File: src/rtl/encoder_stream.sv
// Purpose : streaming multi-hot to binary encoder. Each accepted vector is emitted
//           as one index per output handshake, lowest set bit first by default;
//           defining ENCODER_STREAM_MSB_FIRST_EN emits the highest set bit first.
// Latency : first index valid one cycle after acceptance; one index per cycle with out_ready high.
// Backpressure: out_ready low holds out_valid/out_idx/out_last; in_ready is low for the whole vector.
//
// Ports:
//   clk, rst            - clock, asynchronous active-high reset
//   in_valid/in_ready   - input handshake; in_data is the N-bit multi-hot vector
//   out_valid/out_ready - output handshake; out_idx is one set-bit index, out_last marks the final one
//   zero_err            - one-cycle pulse after an all-zero vector is accepted
module encoder_stream #(
  parameter int N = 8
) (
  input  logic                 clk,
  input  logic                 rst,
  input  logic                 in_valid,
  output logic                 in_ready,
  input  logic [N-1:0]         in_data,
  output logic                 out_valid,
  input  logic                 out_ready,
  output logic [$clog2(N)-1:0] out_idx,
  output logic                 out_last,
  output logic                 zero_err
);

  localparam int W = $clog2(N);

  typedef enum logic {IDLE, BUSY} state_t;

  state_t         state_q, state_d;
  logic [N-1:0]   pending_q, pending_d;
  logic           zero_err_q, zero_err_d;

  logic [W-1:0]   sel_idx;
  logic [N-1:0]   sel_mask;
  logic           sel_found;
  logic           single_bit;

  // Select the next bit to emit; the mask is used to clear it on handshake.
  always_comb begin
    sel_idx   = '0;
    sel_mask  = '0;
    sel_found = 1'b0;
`ifdef ENCODER_STREAM_MSB_FIRST_EN
    for (int i = N - 1; i >= 0; i--) begin
      if (pending_q[i] && !sel_found) begin
        sel_found   = 1'b1;
        sel_idx     = W'(i);
        sel_mask[i] = 1'b1;
      end
    end
`else
    for (int i = 0; i < N; i++) begin
      if (pending_q[i] && !sel_found) begin
        sel_found   = 1'b1;
        sel_idx     = W'(i);
        sel_mask[i] = 1'b1;
      end
    end
`endif
  end

  // Exactly one bit left means the current index is the last, in either order.
  assign single_bit = (pending_q != '0) && ((pending_q & (pending_q - N'(1))) == '0);

  assign in_ready  = (state_q == IDLE);
  assign out_valid = (state_q == BUSY);
  assign out_idx   = out_valid ? sel_idx : '0;
  assign out_last  = out_valid && single_bit;
  assign zero_err  = zero_err_q;

  always_comb begin
    state_d    = state_q;
    pending_d  = pending_q;
    zero_err_d = 1'b0;
    case (state_q)
      IDLE: begin
        if (in_valid) begin
          pending_d = in_data;
          if (in_data != '0) begin
            state_d = BUSY;
          end else begin
            zero_err_d = 1'b1;
          end
        end
      end
      BUSY: begin
        if (out_ready) begin
          pending_d = pending_q & ~sel_mask;
          // in_ready only rises the cycle after the last handshake.
          if (single_bit) begin
            state_d = IDLE;
          end
        end
      end
      default: state_d = IDLE;
    endcase
  end

  always_ff @(posedge clk or posedge rst) begin
    if (rst) begin
      state_q    <= IDLE;
      pending_q  <= '0;
      zero_err_q <= 1'b0;
    end else begin
      state_q    <= state_d;
      pending_q  <= pending_d;
      zero_err_q <= zero_err_d;
    end
  end

endmodule

File: config.mk
export PLATFORM = sky130hd
export DESIGN_NAME = encoder_stream
export DESIGN_NICKNAME = d
export VERILOG_FILES = /design/src/rtl/encoder_stream.sv
export SDC_FILE = /design/constraint.sdc
export NUM_CORES = 1
export LEC_CHECK = 0
export CORE_AREA = 2 2 48 50
export CTS_CLUSTER_DIAMETER = 120
export DETAILED_ROUTE_END_ITERATION = 10
export DIE_AREA = 0 0 50 52
export SLEW_MARGIN = 10
export SYNTH_ARGS = -nofsm -noshare
export SYNTH_HDL_FRONTEND = slang
export SYNTH_SLANG_ARGS = --single-unit
export TNS_END_PERCENT = 5
File: constraint.sdc
create_clock -name clk -period 3.29 [get_ports clk]
set_input_delay 0.329 -clock clk [delete_from_list [all_inputs] [get_ports clk]]
set_output_delay 0.329 -clock clk [all_outputs]
set_load 0.02 [all_outputs]
==> impl_results.md <==
- CTS sink cnt: 10
- Number of max-cap violations: 0
- Main synth FF type: dfrtp_1
- Initial antenna violation count: 0
- GRT Max-Usage Layer: met2
- First-pass DRT Iterations: 4
- Relative max-transition margin: 64.8%
- Detailed-placement wirelength estimate: roughly 1200 um
- Diode count: 0
- First-pass GRT wire length: around 2700 um
- Fmax: roughly 370 MHz
- Worst-Margin Slew: 0.528 ns
- Worst setup EP type: output pin
- Netlist Area Pre-Place: about 700 um2
- Nets: ~110
- Initial core utilization: around a third
- Delay of the slowest critical-path stage: roughly 0.59 ns
- Yosys cell types: 36
- CP bufs+invs: 1
- Buffers inserted by post-CTS timing repair: 0
- Syn. warnings: 0
- #FFs+latches synth: 10
- Antenna-violating nets left: 0
- Critical path's top delay family: simple AND/OR/NAND/NOR gates
- Crit Path Max Fanout: 8
- Post-Syn Nets: 91
- Pwr dens: between 900 and 1000 nW/um2
- # rows: 17
- Flop-to-flop setup slack: ~1.7 ns
- Total wire length: roughly 1600 um
- Placed Area: just under 900 um2
- Layout area overhead: 32.4%
- Hold slack: 0.329 ns
- Clock buffer depth: 2
- RSZ-0062 raised after global routing: false
- Num ports: 19
- Setup Viol. Count Final: 0
- Fraction of layout cells with a size suffix above 1: under 10%
- CTS tree: built
- Post-synth EDFFs: 0
- Hold Crit Class: in2async
- Skew-Pair Late Insertion Delay: approximately 0.27 ns
- Worst EP arrival: around 2.4 ns
- Most common library cells after synthesis: dfrtp_1, nand2_1, o21ai_0
- Clock root buffer: clkbuf_4
- Synthesized netlist cell count: slightly below 80
- Final Cycle Share: 82.6%
- Met2 GRT Util: 19.7%
- Vias in the first global route: between 500 and 600
- Gr usage total: ~14%
- Sum of negative setup slack: 0 ns
- Crit path cell chain: or4_1 -> mux2_4 -> o21ai_2 -> and3_1 -> clkdlybuf4s50_1
- Routability cong.: around 0.75
- Area leader, netlist: dfrtp_1
- Ys async rst share: 100%
- DR vias: 650
- Period minus WS final: roughly 2.7 ns
- Slowest-stage cell, CP: clkdlybuf4s50_1
- Die Width: approximately 50 um
- Die ar.: ~2600 um2
- Max-slew violation count: 0
- Reg clk slew, reported paths: roughly 0.070 ns
- Clk_skew: 0.00348 ns
- Sequential cell area fraction in the yosys report: 36.6%
- Fillers: ~200
- Top cell type's share of synthesized area: between 30 and 40%
- Max VDD drop: roughly 0.6 mV
- Core Region: between 2000 and 2500 um2
- Type of the worst setup path: reg2out
- Grt ovf: 0
- Cell area after layout: around 900 um2
- # hold bufs at CTS: 0
- Synth area leaders: dfrtp_1, mux2i_1, nand2_1, o21ai_0, clkbuf_1
- Largest net degree at the start of global routing: 19
- Data required, critical path: 2.96 ns
- H-Tree Depth: 1
- Syn Area/Cell: ~8.6 um2
- Port Buffers: 18
- Fin. Hold Viols: 0
- Vias per cell: 5.28
- Residual DRC count: 0
- Die height: about 52 um
- Worst setup SP type: register
- LEAKAGE: approximately 0.39 nW
- CTS resizes: 0
- Met3 GRT Util: between 2 and 3%
- WL per Instance: around 13 um
- Iter 0 DRT Violations: 14
- GR Util met1: 19.2%
- Total CTS buffers: 3
- Run status: completed
-- kinds of logic after synthesis --
kind of cell	share of synthesized area (%)
mux	8.06
fa+ha+maj	1.47
simple gates	22.3
flops	36.6
buf+inv	7.14
xor+xnor	1.28
compound gates	23.1
-- layout make-up --
cell class,count,area (um2),area share (%)
clock buffers,4,36.3,4.01
inverters,5,18.8,2.07
multi-input cells,58,384,42.5
flip-flops and latches,10,250,27.7
well taps,28,35.0,3.87
repair buffers,18,180,19.9
-- sequential cells by signal (all words and copies together) (netlist names) --
| name | cells |
|---|---|
| out_valid | 1 |
| zero_err | 1 |
| pending_q | 8 |
-- metrics by stage --
stage	util [%]	total power, mW	setup WS [ns]	cells
after floorplan	-	0.609	0.929	79
after global placement	41.2	0.774	0.874	119
after detailed placement	41.2	0.782	0.868	119
after CTS	43.0	0.895	0.570	123
after global routing	43.0	0.962	0.463	123
final	43.0	0.888	0.574	123
-- metal layers --
metal	vias up	part of all wire, %
li1	328	-
met1	300	50
met2	17	43
met3	5	4.2
met4	0	3.3
met5	-	0
-- layout by cell type (no fill, tap or decap), drive strengths merged, types with 2 or more instances in the layout --
cell / count
mux2i: 4
a22o: 2
nor2: 5
nand2: 10
dfrtp: 10
o21ai: 7
and3: 2
nor4: 4
a21oi: 2
inv: 5
clkbuf: 4
clkdlybuf4s50: 18
o22ai: 2
-- worst reg2reg max path: cells and delay by family, from the launching register on --
| family | cells | cell delay (ns) |
|---|---|---|
| DFF | 1 | 0.46 |
| muxes | 1 | 0.29 |
| AOI/OAI and AO/OA | 2 | 0.18 |
| and+or+nand+nor | 1 | 0.56 |
-- path summary, 6_finish.rpt --
kind,startpoint,endpoint,cells after the start
max in group asynchronous,rst,pending_q[7],2
min in group clk,in_data[6],pending_q[6],3
max reg2reg,pending_q[4],out_valid,4
max,pending_q[4],out_last,5
min,rst,out_valid,2
min reg2reg,pending_q[3],pending_q[3],1
-- power by group --
group	switching, mW	total [mW]	internal, mW
Combinational	0.236	0.510	0.274
Clock	0.0447	0.112	0.0673
Sequential	0.102	0.266	0.164
No activity file was read; power rests on OpenSTA's default activity.
